## src/rtl/pc_redirect_ctrl.sv

```systemverilog
// PC redirect / pipeline flush controller for the RV32I resolve stage.
// Optional event counters are enabled by defining PC_REDIRECT_PERF_EN.
module pc_redirect_ctrl #(
  parameter logic [31:0] TRAP_VECTOR = 32'h0000_0100
) (
  input  logic        clk,
  input  logic        rst,
  input  logic        resolve_valid,
  input  logic        branch_taken,
  input  logic [4:0]  opcode,
  input  logic [31:0] resolve_pc,
  input  logic [31:0] target_addr,
  input  logic [31:0] alu_result,
  input  logic        stall,
  output logic        pc_sel,
  output logic [31:0] redirect_pc,
  output logic        flush_if_id,
  output logic        flush_id_ex,
  output logic        flush_ex_mem,
  output logic        flush_mem_wb,
  output logic        misaligned_exc,
`ifdef PC_REDIRECT_PERF_EN
  output logic [31:0] perf_redirects,
  output logic [31:0] perf_traps,
`endif
  output logic [31:0] trap_epc
);

  typedef enum logic [1:0] {
    ST_IDLE     = 2'd0,
    ST_REDIRECT = 2'd1,
    ST_TRAP     = 2'd2
  } state_t;

  localparam logic [4:0] OPC_JALR = 5'b11001;

  // JALR clears bit 0 of rs1+imm; branches and JAL already produce an even target
  function automatic logic [31:0] f_target(input logic [4:0]  op,
                                           input logic [31:0] alu,
                                           input logic [31:0] tgt);
    logic [31:0] t;
    if (op == OPC_JALR) begin
      t = alu & 32'hFFFF_FFFE;
    end else begin
      t = tgt;
    end
    return t;
  endfunction

  state_t      r_state;
  state_t      w_state_nxt;
  logic [31:0] r_redirect_pc;
  logic [31:0] w_redirect_pc_nxt;
  logic [31:0] r_trap_epc;
  logic [31:0] w_trap_epc_nxt;
  logic        r_pc_sel;
  logic        r_flush_front;
  logic        r_flush_mem_wb;
  logic        r_misaligned;
  logic        w_event;
  logic [31:0] w_target;
  logic        w_misaligned;

  // Decode the resolve-stage decision into an event and its final target
  always_comb begin
    w_event      = resolve_valid & branch_taken;
    w_target     = f_target(opcode, alu_result, target_addr);
    w_misaligned = w_target[1];
  end

  // Next-state and next-register logic; REDIRECT/TRAP ignore the wrong-path resolve stage
  always_comb begin
    w_state_nxt       = r_state;
    w_redirect_pc_nxt = r_redirect_pc;
    w_trap_epc_nxt    = r_trap_epc;
    case (r_state)
      ST_IDLE: begin
        if (!stall && w_event) begin
          if (w_misaligned) begin
            w_state_nxt       = ST_TRAP;
            w_redirect_pc_nxt = TRAP_VECTOR;
            w_trap_epc_nxt    = resolve_pc;
          end else begin
            w_state_nxt       = ST_REDIRECT;
            w_redirect_pc_nxt = w_target;
            w_trap_epc_nxt    = 32'h0000_0000;
          end
        end else begin
          w_state_nxt       = ST_IDLE;
          w_redirect_pc_nxt = 32'h0000_0000;
          w_trap_epc_nxt    = 32'h0000_0000;
        end
      end
      ST_REDIRECT, ST_TRAP: begin
        if (!stall) begin
          w_state_nxt       = ST_IDLE;
          w_redirect_pc_nxt = 32'h0000_0000;
          w_trap_epc_nxt    = 32'h0000_0000;
        end else begin
          w_state_nxt = r_state;
        end
      end
      default: begin
        w_state_nxt       = ST_IDLE;
        w_redirect_pc_nxt = 32'h0000_0000;
        w_trap_epc_nxt    = 32'h0000_0000;
      end
    endcase
  end

  // State and output registers; outputs are decoded from the next state so they are flop outputs
  always_ff @(posedge clk) begin
    if (rst) begin
      r_state        <= ST_IDLE;
      r_redirect_pc  <= 32'h0000_0000;
      r_trap_epc     <= 32'h0000_0000;
      r_pc_sel       <= 1'b0;
      r_flush_front  <= 1'b0;
      r_flush_mem_wb <= 1'b0;
      r_misaligned   <= 1'b0;
    end else begin
      r_state        <= w_state_nxt;
      r_redirect_pc  <= w_redirect_pc_nxt;
      r_trap_epc     <= w_trap_epc_nxt;
      r_pc_sel       <= (w_state_nxt != ST_IDLE);
      r_flush_front  <= (w_state_nxt != ST_IDLE);
      r_flush_mem_wb <= (w_state_nxt == ST_TRAP);
      r_misaligned   <= (w_state_nxt == ST_TRAP);
    end
  end

`ifdef PC_REDIRECT_PERF_EN
  logic [31:0] r_perf_redirects;
  logic [31:0] r_perf_traps;

  // Count accepted redirects and traps (wrap naturally at 2^32)
  always_ff @(posedge clk) begin
    if (rst) begin
      r_perf_redirects <= 32'h0000_0000;
      r_perf_traps     <= 32'h0000_0000;
    end else begin
      if ((r_state == ST_IDLE) && (w_state_nxt == ST_REDIRECT)) begin
        r_perf_redirects <= r_perf_redirects + 32'h0000_0001;
      end
      if ((r_state == ST_IDLE) && (w_state_nxt == ST_TRAP)) begin
        r_perf_traps <= r_perf_traps + 32'h0000_0001;
      end
    end
  end

  assign perf_redirects = r_perf_redirects;
  assign perf_traps     = r_perf_traps;
`endif

  assign pc_sel         = r_pc_sel;
  assign redirect_pc    = r_redirect_pc;
  assign flush_if_id    = r_flush_front;
  assign flush_id_ex    = r_flush_front;
  assign flush_ex_mem   = r_flush_front;
  assign flush_mem_wb   = r_flush_mem_wb;
  assign misaligned_exc = r_misaligned;
  assign trap_epc       = r_trap_epc;

endmodule

```

## config.mk

```make
export PLATFORM = sky130hd
export DESIGN_NAME = pc_redirect_ctrl
export DESIGN_NICKNAME = d
export VERILOG_FILES = /design/src/rtl/pc_redirect_ctrl.sv
export SDC_FILE = /design/constraint.sdc
export NUM_CORES = 1
export LEC_CHECK = 0
export ABC_CLOCK_PERIOD_IN_PS = 2900
export CAP_MARGIN = 0
export CORE_AREA = 2 2 75 77
export DETAILED_ROUTE_END_ITERATION = 8
export DIE_AREA = 0 0 77 79
export DONT_BUFFER_PORTS = 1
export SYNTH_ARGS = -nofsm -noshare
export SYNTH_HDL_FRONTEND = slang
export SYNTH_SLANG_ARGS = --single-unit
```

## constraint.sdc

```tcl
create_clock -name clk -period 2.9 [get_ports clk]
set_input_delay 0.58 -clock clk [delete_from_list [all_inputs] [get_ports clk]]
set_output_delay 0.58 -clock clk [all_outputs]
set_load 0.01 [all_outputs]
```

==> results of run 1 <==
## routing by layer
| metal | wire length [um] | up-vias | GRT usage [%] | share of wire (%) |
|---|---|---|---|---|
| li1 | - | 830 | - | - |
| met1 | 2075 | 813 | 18.40 | 38 |
| met2 | 2724 | 123 | 30.70 | 50 |
| met3 | 552 | 10 | 6.591 | 10 |
| met4 | 111 | 0 | 11.25 | 2.0 |
| met5 | 0 | - | 0 | 0 |
## power breakdown
group          switching [uW]  total, uW  leakage (uW)  internal [uW]
sequential               13.3        944      0.000541            931
combinational            32.7       66.6      0.000449           33.9
clock                     323        902      0.000122            578
total                     369       1910       0.00111           1540
## worst max-delay path by stage
stage	start	end	slack [ns]	cells after the start
global route	r_state[0]	redirect_pc[8]	0.77	7
detailed placement	r_state[0]	trap_epc[5]	0.98	6
CTS	r_state[0]	trap_epc[26]	0.96	6
floorplan	opcode[1]	trap_epc[0]	1.30	5
finish	r_state[0]	trap_epc[8]	0.99	6
global placement	r_state[0]	trap_epc[24]	1.06	6
## kinds of logic after synthesis
family / count (synthesis) / share of synthesized area (%)
AO/OA/AOI/OAI: 100 / 33.92
flip-flops: 67 / 52.78
buffers and inverters: 25 / 6.155
AND/OR/NAND/NOR: 21 / 5.613
adder cells (fa/ha/maj): 2 / 0.9846
multiplexers: 1 / 0.3939
other: 1 / 0.1476
## flip-flops by register name (all words and copies together) (netlist names)
register and count:
flush_ex_mem 1, redirect_pc 31, trap_epc 32, misaligned_exc 1, r_state 2
## placed cells by master (no fill, tap or decap)
cell and instances:
ha_1 2, nand4b_4 1, o21ai_1 2, o21a_1 1
o22ai_1 1, dfxtp_1 67, nor4_2 1, buf_4 3
nand3_1 2, and3b_1 1, a32o_1 1, a21oi_1 2
and4b_1 1, clkinvlp_4 1, nand2_1 5, nor2_2 1
nor3_2 1, nor2b_1 2, o31ai_1 1, bufinv_16 2
a21oi_2 1, nor3_1 1, clkbuf_8 13, conb_1 1
nor2_4 1, a22o_1 90, inv_1 2, nor2_1 1
buf_12 1, a31o_4 1, nand2b_1 2, mux2i_1 1
nand3b_1 1
## worst max-delay path, delay by kind of cell, from the launching register on
family | cells | cell delay [ns]
AOI/OAI and AO/OA | 1 | 0.16
adders and majority gates | 1 | 0.30
buffers and inverters | 2 | 0.35
DFF | 1 | 0.38
and+or+nand+nor | 2 | 0.65
## through the flow
| stage | hold slack (ns) | cell area [um2] | cells | util (%) |
|---|---|---|---|---|
| 2_1_floorplan | 0.4391 | 2541 | 217 | - |
| 3_3_place_gp | 0.4560 | 2539 | 270 | 47.56 |
| 3_5_place_dp | 0.5038 | 2539 | 270 | 47.56 |
| 4_1_cts | 0.2943 | 2785 | 286 | 52.18 |
| 5_1_grt | 0.2910 | 2785 | 286 | 52.18 |
| 6_report | 0.3194 | 2785 | 286 | 52.18 |
## area by class of cell
type	instances	area (um2)
Timing Repair Buffer	4	42.54
Fill cell	455	2552
Multi-Input combinational cell	125	1057
Sequential cell	67	1341
Clock buffer	13	178.9
Tap cell	72	90.09
Inverter	2	7.507
Clock inverter	3	67.56
==> out/qor.tcl, run 1 <==
set qor(run_status) {complete, no violations}
set qor(chipHeight_um) 79
set qor(cp_cell_instances) {inv_1 > ha_1 > nand2_1 > nor2_4 > buf_12 > a22o_1}
set qor(placeableCoreArea_um2) 5338
set qor(min_delay_worst_endpoint) {redirect_pc[0]}
set qor(die_w_um) 77
set qor(clk_pin_slew_worst_paths_ns) 0.07
set qor(die_area_um2) 6083
set qor(critical_path.max_stage_delay_ns) 0.54
set qor(detailroute.via_count) 1776
set qor(synthToLayoutAreaGrowth_pct) 9.601
set qor(largest_net_degree_at_the_start_of_global_routing) 34
set qor(power_leakage_uw) 0.001112
set qor(number_of_synthesized_flops_with_an_enable_pin) 0
set qor(cts-htree-levels) 3
set qor(worstMarginPinSlew_ns) 0.6803
set qor(netlist_top_cells_area) {dfxtp_1 53%, a22o_1 31%, buf_2 2.2%}
set qor(hold_path.startpoint) {rst}
set qor(rsz0062_at_grt) {no}
set qor(row_count) 27
set qor(worst-r2r-cell-count) 6
set qor(globalplace.congestion) 0.8025
set qor(port_buffers) 0
set qor(crit_path_start_kind) {register}
set qor(drt_pre_antenna_iters) 4
set qor(synth.yosys.seq_area_share_pct) 52.78
set qor(postRouteWirelength_um) 5464
set qor(floorplan.initialDensity_pct) 47.61
set qor(final_layout_size_suffix_gt1_share_pct) 12.62
set qor(clk_root_buffer_cell) {clkbuf_8}
set qor(total_of_warnings_raised_by_yosys) 0
set qor(syn_area_um2) 2541
set qor(min-delay-path-class) {in2reg}
set qor(timing.hold.worst_path_depth) 1
set qor(post_drt_via_cell_ratio) 6.210
set qor(num_antenna_cells) 0
set qor(number_of_flip_flops_and_latches_in_the_synthesized_netlist) 67
set qor(final.period_utilization_pct) 65.98
set qor(yosys.cell_count.top_type) {a22o_1}
set qor(grt_first_pass_wirelength_um) 8459
set qor(worst-r2r-setup-slack_ns) 0.99
set qor(synth.cells.most_frequent) {90 x a22o_1, 67 x dfxtp_1, 11 x buf_2, 7 x buf_4, 5 x nand2_1}
set qor(nNetsFinal) 317
set qor(worst-endpoint-required_ns) 3.17
set qor(ant_nets) 0
set qor(place_ws_ns) 0.9832
set qor(maxSlewViolCount) 0
set qor(crit_type) {reg2reg}
set qor(dp.final_hpwl_um) 4017
set qor(r2r_start) {r_state[0]}
set qor(syn_inst) 217
set qor(crit_slowest_cell) {nor2_4}
set qor(most_instantiated_flip_flop_cell_in_the_synthesis_netlist) {dfxtp_1}
set qor(cts-hold-fix-buffers) 0
set qor(postCtsSetupBuffers) 0
set qor(post_cts_resized) 0
set qor(gr_usage_total_pct) 17.81
set qor(regToRegEndpoint) {trap_epc[8]}
set qor(grt_pass1_vias) 1786
set qor(clkLatencyLatePin_ns) 0.32
set qor(synth.distinct_cells) 29
set qor(vdd_ir_drop_max_uv) 303.2
set qor(cts_sinks) 67
set qor(synth_top_cell_by_area) {dfxtp_1}
set qor(setup_tns_ns) 0
set qor(cts_inserted_buffers) 9
set qor(antenna_found_initial) 0
set qor(critPathCaptureType) {register}
set qor(pwr_density_cell_nw_per_um2) 686.6
set qor(worst_ep_arrival_time_ns) 2.18
set qor(dr.first_iter.drc_count) 62
set qor(worst_clock_skew_ns) 0.007360
set qor(finalPower_uw) 1912
set qor(synthArstFlopShare_pct) 0
set qor(tritoncts_clock_tree) {yes}
set qor(top_ports) 176
set qor(setup_viol) 0
set qor(timing.max_slew.rel_slack_pct) 54.54
set qor(worst-path-max-fanout) 33
set qor(final_critical_path_setup_slack_ns) 0.9866
set qor(yosysTopAreaCellShare_pct) 52.78
set qor(grt.overflow.total) 0
set qor(avgRoutedWirePerCell_um) 19.10
set qor(max_freq_ghz) 0.5226
set qor(remaining_drc_errors) 0
set qor(maxCapViolCount) 0
set qor(synth.avg_cell_area_um2) 11.71
set qor(hold_viol) 0
set qor(cts_max_path_buffers) 2
set qor(time_the_final_worst_path_needs_with_i_o_delays_and_setup_ns) 1.913
set qor(synth_nets) 325
(Power assumes the default switching activity.)
==> inputs of run 2 (changes only) <==
--- a/config.mk
+++ b/config.mk
@@ -5,12 +5,13 @@
 export SDC_FILE = /design/constraint.sdc
 export NUM_CORES = 1
 export LEC_CHECK = 0
-export ABC_CLOCK_PERIOD_IN_PS = 2900
+export ABC_CLOCK_PERIOD_IN_PS = 1620
 export CAP_MARGIN = 0
 export CORE_AREA = 2 2 75 77
 export DETAILED_ROUTE_END_ITERATION = 8
 export DIE_AREA = 0 0 77 79
 export DONT_BUFFER_PORTS = 1
+export PLACE_DENSITY = 0.66
 export SYNTH_ARGS = -nofsm -noshare
 export SYNTH_HDL_FRONTEND = slang
 export SYNTH_SLANG_ARGS = --single-unit
==> constraint.sdc (replaced) <==
create_clock -name clk -period 1.62 [get_ports clk]
set_input_delay 0.324 -clock clk [delete_from_list [all_inputs] [get_ports clk]]
set_output_delay 0.324 -clock clk [all_outputs]
set_load 0.01 [all_outputs]
==> run 2 against run 1 <==
Net effect:
- cell count up 3.1%
- die area unchanged
- register-to-register slack worse by 0.94 ns
- utilization up 2.6 points
- sequential power up 79%
- wire length up 19%
- clock power up 83%
- sequential share of layout area down 2.2 points
- critical path depth up 1
- fmax up 22%
- worst setup slack worse by 0.94 ns
- via count up 2.1%
- critical path type unchanged
- highest routed layer unchanged
==> out/qor.tcl, run 2 (synthesized netlist as in run 1, its figures left out) <==
set qor(drt_pre_antenna_iters) 4 ;# unchanged
set qor(dp.final_hpwl_um) 4269 ;# +6.3%
set qor(maxSlewViolCount) 0 ;# unchanged
set qor(critPathCaptureType) {register}
set qor(cts_inserted_buffers) 9 ;# unchanged
set qor(floorplan.initialDensity_pct) 47.61 ;# unchanged
set qor(synthToLayoutAreaGrowth_pct) 15.17
set qor(cts-htree-levels) 3 ;# unchanged
set qor(power_leakage_uw) 0.001177 ;# +5.8%
set qor(setup_viol) 0 ;# unchanged
set qor(clk_root_buffer_cell) {clkbuf_8}
set qor(worst-path-max-fanout) 8 ;# -76%
set qor(grt_pass1_vias) 1830 ;# +2.5%
set qor(power_frac_comb_pct) 4.0 ;# +0.5 points
set qor(antenna_found_initial) 0 ;# unchanged
set qor(worst_ep_arrival_time_ns) 1.78 ;# -0.40 ns
set qor(tritoncts_clock_tree) {yes}
set qor(clkLatencyLatePin_ns) 0.33 ;# about the same
set qor(globalplace.congestion) 0.7338 ;# -8.6%
set qor(vdd_ir_drop_max_uv) 563.7 ;# +86%
set qor(remaining_drc_errors) 0 ;# unchanged
set qor(crit_path_start_kind) {register}
set qor(cp_cell_instances) {inv_2 > ha_4 > nand4b_4 > nor2_4 > buf_4 > a31o_4 > a22o_1}
set qor(worst_clock_skew_ns) 0.006436 ;# -0.0009235 ns
set qor(run_status) {complete, no violations}
set qor(detailroute.via_count) 1813 ;# +2.1%
set qor(postRouteWirelength_um) 6502 ;# +19%
set qor(final_layout_size_suffix_gt1_share_pct) 17.94 ;# +5.3 points
set qor(dr.first_iter.drc_count) 55 ;# -11%
set qor(nNetsFinal) 326 ;# +2.8%
set qor(grt.overflow.total) 0 ;# unchanged
set qor(final_cell_count_no_fill) 295 ;# +3.1%
set qor(pwr_density_cell_nw_per_um2) 1187 ;# +73%
set qor(internal-power_uw) 2795 ;# +81%
set qor(time_the_final_worst_path_needs_with_i_o_delays_and_setup_ns) 1.570 ;# -0.3433 ns
set qor(cts_sinks) 67 ;# unchanged
set qor(p_switching_uw) 677.8 ;# +84%
set qor(row_count) 27 ;# unchanged
set qor(grt_first_pass_wirelength_um) 9508 ;# +12%
set qor(die_w_um) 77 ;# unchanged
set qor(crit_slowest_cell) {dfxtp_4}
set qor(netSwitchingFraction_pct) 19.52 ;# +0.21 points
set qor(cts_max_path_buffers) 2 ;# unchanged
set qor(share_seq_of_total_power_pct) 48.6 ;# -0.8 points
set qor(cts-hold-fix-buffers) 0 ;# unchanged
set qor(crit_type) {reg2reg}
set qor(critical_path.max_stage_delay_ns) 0.37 ;# -0.17 ns
set qor(post-place-cells) 273 ;# +1.1%
set qor(gr_usage_total_pct) 20.71 ;# +2.9 points
set qor(port_buffers) 0 ;# unchanged
set qor(hold_viol) 0 ;# unchanged
set qor(num_antenna_cells) 0 ;# unchanged
set qor(maxCapViolCount) 0 ;# unchanged
set qor(min-delay-path-class) {in2reg}
set qor(top_ports) 176 ;# unchanged
set qor(max_freq_ghz) 0.6369 ;# +22%
set qor(largest_net_degree_at_the_start_of_global_routing) 38 ;# +12%
set qor(final_common_cell) {a22o_1}
set qor(worst-endpoint-required_ns) 1.83 ;# -1.34 ns
set qor(rsz0062_at_grt) {no}
set qor(largest_reg_flops) 32 ;# unchanged
set qor(placeableCoreArea_um2) 5338 ;# unchanged
set qor(clk_pin_slew_worst_paths_ns) 0.07 ;# about the same
set qor(post_drt_via_cell_ratio) 6.146 ;# -1.0%
set qor(avgRoutedWirePerCell_um) 22.04 ;# +15%
set qor(final.period_utilization_pct) 96.91 ;# +31 points
set qor(die_area_um2) 6083 ;# unchanged
set qor(chipHeight_um) 79 ;# unchanged
set qor(setup_tns_ns) 0 ;# unchanged
set qor(most_frequent_cells_in_the_layout) {90 x a22o_1, 65 x dfxtp_1, 10 x clkbuf_8, 7 x buf_4, 5 x nand2_1}
set qor(ant_nets) 0 ;# unchanged
set qor(part_of_the_total_power_dissipated_in_the_clock_network_pct) 47.4 ;# +0.3 points
run 2: cell count changes in the layout (fill, tap and decap cells not counted), sizes merged:
cell,before,now
bufinv,2,3
buf,4,10
clkinv,0,2
clkinvlp,1,0
a31o,1,4
clkbuf,13,11
run 2: power by group through the flow:
stage | clock network, uW | registers, uW | logic, uW
after floorplan | 0 | 1720 | 112
after global placement | 0 | 1730 | 120
after CTS | 1680 | 1690 | 133
final | 1650 | 1690 | 139
after global routing | 1770 | 1690 | 153
after detailed placement | 0 | 1730 | 126
run 2: worst max-delay path, delay by kind of cell, from the launching register on:
family	cells	cell delay (ns)
and+or+nand+nor	2	0.18
AOI/OAI and AO/OA	2	0.53
buffers and inverters	2	0.21
adders and majority gates	1	0.16
DFF	1	0.37
run 2: through the flow:
| step | utilization [%] | total power [uW] | worst slack (ns) | hold slack (ns) | cell area [um2] |
|---|---|---|---|---|---|
| after floorplan | - | 1834 | 0.1094 | 0.3931 | 2541 |
| after global placement | 48.10 | 1846 | 0.06307 | 0.3951 | 2567 |
| after detailed placement | 48.10 | 1854 | -0.04406 | 0.3988 | 2567 |
| after CTS | 53.45 | 3501 | 0.005551 | 0.04198 | 2853 |
| after global routing | 54.83 | 3611 | 0.003084 | 0.04239 | 2927 |
| final | 54.83 | 3473 | 0.04998 | 0.05789 | 2927 |
run 2: cell type report:
class                   instances  area, um2
clock buffers                  11      141.4
clock inverters                 5      100.1
fillers                       459       2411
inverters                       2      7.507
multi-input cells             128       1142
flip-flops and latches         67       1346
well taps                      72      90.09
repair buffers                 10      98.84
run 2: timing repair:
| item | CTS | global route |
|---|---|---|
| pin swaps | 1 | 3 |
| setup buffers | 0 | 3 |
| endpoints found under the setup margin | 32 | 59 |
| cloned | 2 | 1 |
| resized for setup | 4 | 11 |
run 2: final timing paths:
| check | start | end | slack, ns | cells after the start |
|---|---|---|---|---|
| worst min register to register | redirect_pc[8] | redirect_pc[8] | 0.51 | 2 |
| worst max register to register | r_state[0] | trap_epc[0] | 0.05 | 7 |
| worst min-delay path | rst | redirect_pc[0] | 0.06 | 1 |
| worst max-delay path | r_state[0] | trap_epc[0] | 0.05 | 7 |
run 2: routing by layer:
metal	routed length, um	up-vias	global-route usage (%)
li1	-	854	-
met1	2495	828	22.02
met2	3236	123	36.40
met3	663	8	9.091
met4	106	0	7.857
met5	0	-	0
